<file path="config.mk">
export PLATFORM = sky130hd
export DESIGN_NAME = clock_time_ctrl_flat
export DESIGN_NICKNAME = d
export VERILOG_FILES = /design/src/rtl/clock_time_ctrl_if.sv /design/src/rtl/clock_time_ctrl.sv /design/src/flat_wrapper.sv
export SDC_FILE = /design/constraint.sdc
export NUM_CORES = 1
export LEC_CHECK = 0
export CELL_PAD_IN_SITES_DETAIL_PLACEMENT = 1
export CELL_PAD_IN_SITES_GLOBAL_PLACEMENT = 1
export CORE_MARGIN = 8
export CORE_UTILIZATION = 46
export CTS_BUF_LIST = sky130_fd_sc_hd__clkbuf_4 sky130_fd_sc_hd__clkbuf_8 sky130_fd_sc_hd__clkbuf_16
export DETAILED_ROUTE_END_ITERATION = 10
export PLACE_DENSITY = 0.92
export SLEW_MARGIN = 20
export SYNTH_ARGS = -nofsm -noshare
export SYNTH_HDL_FRONTEND = slang
export SYNTH_SLANG_ARGS = --single-unit
export TNS_END_PERCENT = 50
</file>
<file path="constraint.sdc">
create_clock -name clk -period 4.6 [get_ports clk]
set_clock_uncertainty 0.15 [all_clocks]
set_input_delay 0.46 -clock clk [delete_from_list [all_inputs] [get_ports clk]]
set_output_delay 0.46 -clock clk [all_outputs]
set_load 0.005 [all_outputs]
</file>
<file path="src/rtl/clock_time_ctrl_if.sv">
// Signal bundle between the digital-clock controller and its surroundings
// (tick source, key debouncers, cascaded digit counters, display driver).
//   master : environment side. Drives tick/keys/carries, observes enables,
//            mode and blink.
//   slave  : controller side (clock_time_ctrl).
// Signals:
//   tick_1hz                        one-clk pulse per second
//   key_mode, key_inc               debounced one-clk key pulses
//   co_sec_lo/co_sec_hi             seconds units at 9 / seconds tens at 5
//   co_min_lo/co_min_hi             minutes units at 9 / minutes tens at 5
//   en_sec_lo..en_hr                per-digit count enables (combinational)
//   clr_sec                         one-clk clear for both seconds counters
//   mode                            0 NORMAL, 1 SET_HOUR, 2 SET_MIN
//   blink_hr, blink_min             1 = blank that field this phase
interface clock_time_ctrl_if;
  logic       tick_1hz;
  logic       key_mode;
  logic       key_inc;
  logic       co_sec_lo;
  logic       co_sec_hi;
  logic       co_min_lo;
  logic       co_min_hi;
  logic       en_sec_lo;
  logic       en_sec_hi;
  logic       en_min_lo;
  logic       en_min_hi;
  logic       en_hr;
  logic       clr_sec;
  logic [1:0] mode;
  logic       blink_hr;
  logic       blink_min;

  modport master (
    output tick_1hz, key_mode, key_inc,
    output co_sec_lo, co_sec_hi, co_min_lo, co_min_hi,
    input  en_sec_lo, en_sec_hi, en_min_lo, en_min_hi, en_hr,
    input  clr_sec, mode, blink_hr, blink_min
  );

  modport slave (
    input  tick_1hz, key_mode, key_inc,
    input  co_sec_lo, co_sec_hi, co_min_lo, co_min_hi,
    output en_sec_lo, en_sec_hi, en_min_lo, en_min_hi, en_hr,
    output clr_sec, mode, blink_hr, blink_min
  );
endinterface

</file>
<file path="src/rtl/clock_time_ctrl.sv">
// Sequencing and time-set controller for the multi-function digital clock.
// Turns the 1 Hz tick into ripple count enables for the digit counters
// (ss units/tens, mm units/tens, hours) and runs the user time-set FSM
// with key-driven field increments, auto-exit timeout and field blinking.
// Ports:
//   clk  - system clock, rising edge
//   rst  - synchronous active-high reset
//   bus  - clock_time_ctrl_if.slave (tick, keys, carries in; enables,
//          clr_sec, mode, blink out)
// Parameters:
//   TIMEOUT_S - ticks without a key press before set mode exits (1..255)
//   BLINK_DIV - clk cycles per blink phase (>= 2)
module clock_time_ctrl #(
  parameter int unsigned TIMEOUT_S = 10,
  parameter int unsigned BLINK_DIV = 25000000
) (
  input  logic                clk,
  input  logic                rst,
  clock_time_ctrl_if.slave    bus
);

  localparam int unsigned DIV_W = $clog2(BLINK_DIV);
  localparam logic [7:0]       TO_LAST  = 8'(TIMEOUT_S - 1);
  localparam logic [DIV_W-1:0] DIV_LAST = DIV_W'(BLINK_DIV - 1);

  typedef enum logic [1:0] {
    NORMAL   = 2'd0,
    SET_HOUR = 2'd1,
    SET_MIN  = 2'd2
  } state_t;

  state_t           state;
  logic [7:0]       to_cnt;
  logic [DIV_W-1:0] div_cnt;
  logic             phase;
  logic             clr_q;
  logic             blink_hr_q;
  logic             blink_min_q;

  logic div_wrap;
  logic phase_n;
  logic to_hit;
  logic inc;

  assign div_wrap = (div_cnt == DIV_LAST);
  assign phase_n  = div_wrap ? ~phase : phase;
  assign to_hit   = bus.tick_1hz && (to_cnt == TO_LAST);
  // key_mode wins over a simultaneous key_inc: the increment is dropped.
  assign inc      = bus.key_inc & ~bus.key_mode;

  // NOTE: state registers use non-blocking assignments so every flop samples
  // the pre-edge values regardless of statement order.
  always_ff @(posedge clk) begin
    if (rst) begin
      state       <= NORMAL;
      to_cnt      <= '0;
      div_cnt     <= '0;
      phase       <= 1'b0;
      clr_q       <= 1'b0;
      blink_hr_q  <= 1'b0;
      blink_min_q <= 1'b0;
    end else begin
      clr_q       <= 1'b0;
      blink_hr_q  <= 1'b0;
      blink_min_q <= 1'b0;
      // Free-running blink divider; restarted below on every set-state entry
      // so the selected field is visible first.
      div_cnt     <= div_wrap ? '0 : div_cnt + 1'b1;
      phase       <= phase_n;

      case (state)
        NORMAL: begin
          to_cnt <= '0;
          if (bus.key_mode) begin
            state   <= SET_HOUR;
            clr_q   <= 1'b1;
            div_cnt <= '0;
            phase   <= 1'b0;
          end
        end

        SET_HOUR: begin
          if (bus.key_mode) begin
            state   <= SET_MIN;
            to_cnt  <= '0;
            div_cnt <= '0;
            phase   <= 1'b0;
          end else if (to_hit && !bus.key_inc) begin
            state  <= NORMAL;
            to_cnt <= '0;
          end else begin
            // A key press restarts the idle count.
            if (bus.key_inc)       to_cnt <= '0;
            else if (bus.tick_1hz) to_cnt <= to_cnt + 8'd1;
            blink_hr_q <= phase_n;
          end
        end

        SET_MIN: begin
          if (bus.key_mode) begin
            state  <= NORMAL;
            to_cnt <= '0;
          end else if (to_hit && !bus.key_inc) begin
            state  <= NORMAL;
            to_cnt <= '0;
          end else begin
            if (bus.key_inc)       to_cnt <= '0;
            else if (bus.tick_1hz) to_cnt <= to_cnt + 8'd1;
            blink_min_q <= phase_n;
          end
        end

        default: begin
          state  <= NORMAL;
          to_cnt <= '0;
        end
      endcase
    end
  end

  logic en_sec_lo, en_sec_hi, en_min_lo, en_min_hi, en_hr;

  // NOTE: every output gets a default before the case so no latch is inferred
  // for the combinations a branch does not assign.
  always_comb begin
    en_sec_lo = 1'b0;
    en_sec_hi = 1'b0;
    en_min_lo = 1'b0;
    en_min_hi = 1'b0;
    en_hr     = 1'b0;
    if (!rst) begin
      case (state)
        NORMAL: begin
          // Zero-latency ripple: each stage enabled when all lower digits carry.
          en_sec_lo = bus.tick_1hz;
          en_sec_hi = bus.tick_1hz & bus.co_sec_lo;
          en_min_lo = bus.tick_1hz & bus.co_sec_lo & bus.co_sec_hi;
          en_min_hi = en_min_lo & bus.co_min_lo;
          en_hr     = en_min_lo & bus.co_min_lo & bus.co_min_hi;
        end
        SET_HOUR: en_hr = inc;
        SET_MIN: begin
          // Minutes wrap 59->00 without carrying into the hours.
          en_min_lo = inc;
          en_min_hi = inc & bus.co_min_lo;
        end
        default: ;
      endcase
    end
  end

  assign bus.en_sec_lo = en_sec_lo;
  assign bus.en_sec_hi = en_sec_hi;
  assign bus.en_min_lo = en_min_lo;
  assign bus.en_min_hi = en_min_hi;
  assign bus.en_hr     = en_hr;
  assign bus.clr_sec   = clr_q;
  assign bus.mode      = state;
  assign bus.blink_hr  = blink_hr_q;
  assign bus.blink_min = blink_min_q;

endmodule

</file>
<file path="src/flat_wrapper.sv">
// flat-port wrapper written by rule: the top's interface ports become plain ports
module clock_time_ctrl_flat 
#(
  parameter int unsigned TIMEOUT_S = 10,
  parameter int unsigned BLINK_DIV = 25000000
)
  (clk, rst, bus_tick_1hz, bus_key_mode, bus_key_inc, bus_co_sec_lo, bus_co_sec_hi, bus_co_min_lo, bus_co_min_hi, bus_en_sec_lo, bus_en_sec_hi, bus_en_min_lo, bus_en_min_hi, bus_en_hr, bus_clr_sec, bus_mode, bus_blink_hr, bus_blink_min);
  clock_time_ctrl_if bus_i ();
  input  logic clk;
  input  logic rst;
  input wire logic [$bits(bus_i.tick_1hz)-1:0] bus_tick_1hz;
  input wire logic [$bits(bus_i.key_mode)-1:0] bus_key_mode;
  input wire logic [$bits(bus_i.key_inc)-1:0] bus_key_inc;
  input wire logic [$bits(bus_i.co_sec_lo)-1:0] bus_co_sec_lo;
  input wire logic [$bits(bus_i.co_sec_hi)-1:0] bus_co_sec_hi;
  input wire logic [$bits(bus_i.co_min_lo)-1:0] bus_co_min_lo;
  input wire logic [$bits(bus_i.co_min_hi)-1:0] bus_co_min_hi;
  output wire logic [$bits(bus_i.en_sec_lo)-1:0] bus_en_sec_lo;
  output wire logic [$bits(bus_i.en_sec_hi)-1:0] bus_en_sec_hi;
  output wire logic [$bits(bus_i.en_min_lo)-1:0] bus_en_min_lo;
  output wire logic [$bits(bus_i.en_min_hi)-1:0] bus_en_min_hi;
  output wire logic [$bits(bus_i.en_hr)-1:0] bus_en_hr;
  output wire logic [$bits(bus_i.clr_sec)-1:0] bus_clr_sec;
  output wire logic [$bits(bus_i.mode)-1:0] bus_mode;
  output wire logic [$bits(bus_i.blink_hr)-1:0] bus_blink_hr;
  output wire logic [$bits(bus_i.blink_min)-1:0] bus_blink_min;
  assign bus_i.tick_1hz = bus_tick_1hz;
  assign bus_i.key_mode = bus_key_mode;
  assign bus_i.key_inc = bus_key_inc;
  assign bus_i.co_sec_lo = bus_co_sec_lo;
  assign bus_i.co_sec_hi = bus_co_sec_hi;
  assign bus_i.co_min_lo = bus_co_min_lo;
  assign bus_i.co_min_hi = bus_co_min_hi;
  assign bus_en_sec_lo = bus_i.en_sec_lo;
  assign bus_en_sec_hi = bus_i.en_sec_hi;
  assign bus_en_min_lo = bus_i.en_min_lo;
  assign bus_en_min_hi = bus_i.en_min_hi;
  assign bus_en_hr = bus_i.en_hr;
  assign bus_clr_sec = bus_i.clr_sec;
  assign bus_mode = bus_i.mode;
  assign bus_blink_hr = bus_i.blink_hr;
  assign bus_blink_min = bus_i.blink_min;
  clock_time_ctrl #(.TIMEOUT_S(TIMEOUT_S), .BLINK_DIV(BLINK_DIV)) u_core (.clk(clk), .rst(rst), .bus(bus_i));
endmodule
</file>
==> out/results.ini, run 1 <==
[floorplanning]
floorplan.initialDensity_pct = 48.1
die_h_um = 81.2
io-pin-count = 19
coreArea_um2 = 4060
die_w_um = 81.2
rows = 23
die-area_um2 = 6590

[routing]
wl_per_cell_um = 15.8
wl_mm = 4.61
top_layer_used = met4
drt_pass1_iterations = 4
drtAntennaViolNets = 0
wl_met3_um = 121
wl_met1_mm = 2.13
vias = 1682
dr.first_iter.drc_count = 113
post_drt_via_cell_ratio = 5.76
wl_met2_mm = 2.29
drc = 0

[cts]
cts_resized = 0
cts_max_level = 2
clk_latency_ns = 0.30
post_cts_buffers = 0
clkTransAtPathRegs_ns = 0.07
root_buffer = clkbuf_8
cts_tree = done
cts.sinks = 39
numCtsBuffers = 5
cts_hold_buffers = 0
cts_buffer_depth = 2

[synthesis]
async_flop_share_pct = 0
synthMuxAreaShare_pct = 0
synth_cells = 225
yosys.area.top_type_share_pct = 40.0
syn_nets = 241
ys_top_cells_by_area = dfxtp_1 (40%), nor2_1 (5.6%), xor2_1 (5.4%)
synth_ff_type = dfxtp_1
synth_compound_area_share_pct = 12.1
syn-cell-area_um2 = 1950
ys_types = 39
synth_top_family_by_area = simple AND/OR/NAND/NOR gates
ys_warn_count = 0
synth_fa_ha_area_share_pct = 4.48
ys_seq_elements = 39
ys_seq_area_share_pct = 40.0
synth.largest_area_cell = dfxtp_1
synth-edff-count = 0
synth-simple-area-share_pct = 31.1
avgSynthCellArea_um2 = 8.68
synth_xor_area_share_pct = 8.07

[place]
pre_cts_slack_ns = 1.81
dpl.hpwl_mm = 3.29
io_buffers = 18
gp_congestion = 0.782

[final_layout]
final_util_pct = 54.8
nets = 257
drive_above_1_share_pct = 5.37
areaGrowthSynthToFinish_pct = 13.9
fill_cells = 470
diodes = 0

[timing]
max_freq_mhz = 353
finalWorstSetupSlack_ns = 1.77
setup_viol = 0
tightest_slew_ns = 1.04
period_share_pct = 61.6
fin_tns_setup_ns = 0
hold_ws_ns = 0.296
relSlewSlack_pct = 30.7
min_period_ns = 2.83
hold_viol = 0
finalMaxSlewViolations = 0
rsz0062_at_grt = false

[global_routing]
grt_overflow = 0
grt_pass1_vias = 1755
antenna_found_initial = 0
grt_start_max_net_pins = 26
grt_pass1_wl_mm = 7.99
grt_usage_pct = 15.2

[critical_path]
cp_data_required_time_ns = 3.99
r2r_slack_ns = 2.19
worstPathMaxFanout = 10
critPathLaunchType = input port
crit_arrival_ns = 2.22
crit_path_end_kind = output pin
crit_type = in2out

[pwr]
p_leak_nw = 0.726
ir_worst_vdd_v = 0.000179
cellPowerDensity_nw_per_um2 = 285

[run_status]
status = complete, no violations

[flow_run]
drv_cap = 0

[worst_hold_path]
hp-class = reg2reg

==> cell families after synthesis <==
group / Yosys count
flops: 39
fa+ha+maj: 7
compound gates: 39
simple gates: 107
buf+inv: 15
xor+xnor: 18
==> power breakdown <==
part / leakage, nW / total [mW] / switching (mW) / internal (mW)
clock network: 0.0491 / 0.234 / 0.116 / 0.118
logic: 0.362 / 0.0528 / 0.0284 / 0.0243
registers: 0.315 / 0.346 / 0.00449 / 0.342
==> cell usage in the layout (no fill, tap or decap), types with 2 or more instances in the layout <==
cell type        synthesis  layout
dfxtp_1                 39      39
nor2_1                  29      29
nand2_1                 19      19
clkdlybuf4s50_1          0      18
a21oi_1                 17      17
xor2_1                  12      12
nand4_1                 11      11
nand3_1                  9       9
o21ai_0                  7       7
ha_1                     7       7
inv_1                    6       6
o31ai_1                  6       6
or4_1                    6       6
xnor2_1                  6       6
or3_1                    6       6
clkbuf_8                 0       5
and2_1                   4       4
nor2b_1                  3       3
and4_1                   3       3
nor3b_1                  3       3
nand4_4                  2       2
nor4_1                   2       2
nor4bb_1                 2       2
and3_1                   2       2
nand3b_1                 2       2
o2111ai_1                2       2
clkbuf_4                 0       2
==> stage by stage <==
step / total power, mW / instances / instance area, um^2
after floorplan: 0.384 / 225 / 1950
after global placement: 0.406 / 284 / 2140
after detailed placement: 0.407 / 284 / 2140
after CTS: 0.641 / 292 / 2220
after global routing: 0.660 / 292 / 2220
final: 0.633 / 292 / 2220
==> cells in the mapped netlist (3+ instances only) <==
library cell  count
nand2_1          19
a21oi_1          17
or4_1             6
dfxtp_1          39
nor3b_1           3
o31ai_1           6
o21ai_0           7
nor2_1           29
nor2b_1           3
and4_1            3
xor2_1           12
inv_1             6
and2_1            4
xnor2_1           6
nand4_1          11
nand3_1           9
buf_2             3
or3_1             6
ha_1              7
==> worst max-delay path, stage by stage <==
cell and delay, ns:
clkdlybuf4s50_1 0.57, nor2b_1 0.22, nand2_1 0.07, a21oi_1 0.22, and2_1 0.18, clkdlybuf4s50_1 0.50
==> metal layers <==
metal  GRT usage, %  up-vias
met5              0        -
met2           25.9       11
met1           17.9      829
li1               -      835
met3           3.86        7
met4           5.89        0
==> final timing paths <==
kind	from	endpoint	cells past startpoint
worst min-delay path	u_core.div_cnt[0]	u_core.div_cnt[0]	1
worst max register to register	u_core.div_cnt[2]	u_core.div_cnt[2]	4
worst max-delay path	bus_key_mode	bus_en_min_hi	6
worst min register to register	u_core.div_cnt[0]	u_core.div_cnt[0]	1
==> flip-flops by register name (all words and copies together) (netlist names) <==
| name | count |
|---|---|
| u_core.bus.blink_min | 1 |
| u_core.div_cnt | 25 |
| u_core.bus.clr_sec | 1 |
| u_core.phase | 1 |
| u_core.to_cnt | 8 |
| u_core.bus.blink_hr | 1 |
| u_core.bus.mode | 2 |
==> area by class of cell <==
type                    instances  area, um^2  share of cell area, %
clock inverters                 1        5.00                  0.225
clock buffers                   7        83.8                   3.77
flip-flops and latches         39         781                   35.1
inverters                       6        22.5                   1.01
repair buffers                 18         180                   8.10
multi-input cells             171        1090                   49.0
well taps                      50        62.6                   2.81
(Power assumes the default switching activity.)
==> run 2: changes to the inputs <==
- CORE_UTILIZATION: 46 -> 38
- PLACE_DENSITY: 0.92 -> 0.82
- clock period: 4.6 -> 2.5 ns (I/O delays scaled with it)
==> out/results.ini, run 2 (synthesis results as in run 1) <==
[run_status]
status = complete, no violations

[routing]
vias = 1738  ; +3.3%
drtAntennaViolNets = 0  ; unchanged
post_drt_via_cell_ratio = 5.48  ; -4.8%
wl_mm = 4.76  ; +3.3%
drt_pass1_iterations = 4  ; unchanged
wl_per_cell_um = 15.0  ; -4.9%
drc = 0  ; unchanged
dr.first_iter.drc_count = 59  ; -48%

[cts]
cts_buffer_depth = 2  ; unchanged
cts.sinks = 39  ; unchanged
cts_max_level = 2  ; unchanged
clk_latency_ns = 0.29  ; about the same
numCtsBuffers = 5  ; unchanged
root_buffer = clkbuf_8
cts_tree = done
clkTransAtPathRegs_ns = 0.08  ; about the same
cts_hold_buffers = 0  ; unchanged

[timing]
relSlewSlack_pct = 65.7  ; +35 points
min_period_ns = 2.37
fin_tns_setup_ns = 0  ; unchanged
finalMaxSlewViolations = 0  ; unchanged
max_freq_mhz = 422
finalWorstSetupSlack_ns = 0.131  ; -1.63 ns
hold_viol = 0  ; unchanged
tightest_slew_ns = 0.511  ; -0.528 ns
setup_viol = 0  ; unchanged
period_share_pct = 94.8
rsz0062_at_grt = false

[floorplanning]
floorplan.initialDensity_pct = 38.7  ; -9.4 points
die_h_um = 87.7  ; +8.0%
coreArea_um2 = 5040  ; +24%
die_w_um = 87.7  ; +8.0%
rows = 26  ; +13%
io-pin-count = 19  ; unchanged
die-area_um2 = 7690  ; +17%

[critical_path]
worstPathCellList = inv_1 -> ha_4 -> nand4_1 -> nor2_1 -> a21oi_1 -> nor2_1 -> clkdlybuf4s50_1
r2r_slack_ns = 0.38  ; -1.81 ns
crit_path_end_kind = output pin
cp_data_required_time_ns = 2.10  ; -1.89 ns
critPathLaunchType = flip-flop
slowest_stage = clkdlybuf4s50_1
crit_type = reg2out
worstPathMaxFanout = 6  ; -4
r2r-end = u_core.div_cnt[24]
r2r_cells = 4  ; unchanged
slowest_delay_ns = 0.52  ; -0.05 ns
crit_arrival_ns = 1.97  ; -0.25 ns
reg2reg_from = u_core.div_cnt[2]
path_common_cell = nor2_1

[final_layout]
final_cell_mix = dfxtp_1 (39), nor2_1 (29), nand2_1 (19)
largest_register_ffs = 25  ; unchanged
drive_above_1_share_pct = 8.10  ; +2.7 points
nets = 262  ; +1.9%
fill_cells = 599  ; +27%
diodes = 0  ; unchanged
final_common_cell = dfxtp_1
final_cell_count_no_fill = 317  ; +8.6%
areaGrowthSynthToFinish_pct = 18.7
regMostFlops = u_core.div_cnt
final_util_pct = 46.0  ; -8.8 points

[worst_hold_path]
hold_depth = 1  ; unchanged
hp-class = reg2reg
worstHoldStart = u_core.div_cnt[0]
min_to = u_core.div_cnt[0]

[global_routing]
grt_pass1_wl_mm = 8.03  ; +0.51%
antenna_found_initial = 0  ; unchanged
grt_usage_pct = 13.3  ; -1.9 points
grt_pass1_vias = 1673  ; -4.7%
grt_overflow = 0  ; unchanged
grt_start_max_net_pins = 15  ; -42%

[flow_run]
drv_cap = 0  ; unchanged

[place]
dpl.hpwl_mm = 3.40  ; +3.4%
dp_cells = 309  ; +8.8%
io_buffers = 18  ; unchanged
gp_congestion = 0.730  ; -6.6%
pre_cts_slack_ns = 0.268  ; -1.54 ns

[pwr]
ir_worst_vdd_v = 0.000232  ; +30%
cellPowerDensity_nw_per_um2 = 530  ; +86%
finalPower_mw = 1.23  ; +94%
p_leak_nw = 0.752  ; +3.5%

==> run 2: cell types whose count changed in the layout (fill, tap and decap cells not counted), sizes merged <==
cell / before / now
clkinv: 1 / 0
buf: 0 / 5
clkinvlp: 0 / 1
==> run 2: power breakdown <==
group / switching (mW) / internal, mW / leakage, nW / total [mW]
Combinational: 0.0579 / 0.0553 / 0.386 / 0.113
Sequential: 0.00839 / 0.629 / 0.315 / 0.637
Clock: 0.227 / 0.251 / 0.0505 / 0.478
==> run 2: worst max path at each step <==
stage | to | startpoint | cells after the start
after floorplan | u_core.to_cnt[1] | u_core.to_cnt[1] | 6
after detailed placement | bus_en_min_hi | bus_key_inc | 6
final | bus_en_hr | u_core.bus.mode[0] | 7
after global placement | bus_en_min_hi | bus_key_inc | 6
after CTS | bus_en_min_hi | u_core.bus.mode[1] | 6
after global routing | bus_en_hr | u_core.bus.mode[0] | 7
==> run 2: final cells by class <==
cell class              instances  area [um^2]  area share, %
flip-flops and latches         39          781           33.7
multi-input cells             171         1110           47.7
clock inverters                 1         7.51          0.324
repair buffers                 23          218           9.39
inverters                       6         22.5          0.971
clock buffers                   7         96.3           4.16
well taps                      70         87.6           3.78
==> run 2: layer usage <==
metal	wire length [um]	vias up	share of wire, %	GRT usage (%)
met5	0	-	0	0
met4	70	0	1.5	4.69
li1	-	853	-	-
met2	2320	13	49	22.1
met1	2260	866	47	16.1
met3	108	6	2.3	3.38
==> run 2: what timing repair did <==
action,in CTS,in global routing
buffers inserted,0,0
gates resized for setup,0,3
setup endpoints to repair,0,3
==> run 2: critical path, delay by kind of cell, from the launching register on <==
family,cells,cell delay [ns]
DFF,1,0.37
AOI/OAI and AO/OA,1,0.06
adders and majority gates,1,0.18
buffers and inverters,2,0.66
and+or+nand+nor,3,0.40
==> run 2: stage by stage <==
stage               hold slack (ns)  instance area [um^2]
floorplan                     0.263                  1950
finish                        0.312                  2320
global placement              0.275                  2200
CTS                           0.317                  2300
global route                  0.351                  2320
detailed placement            0.305                  2200
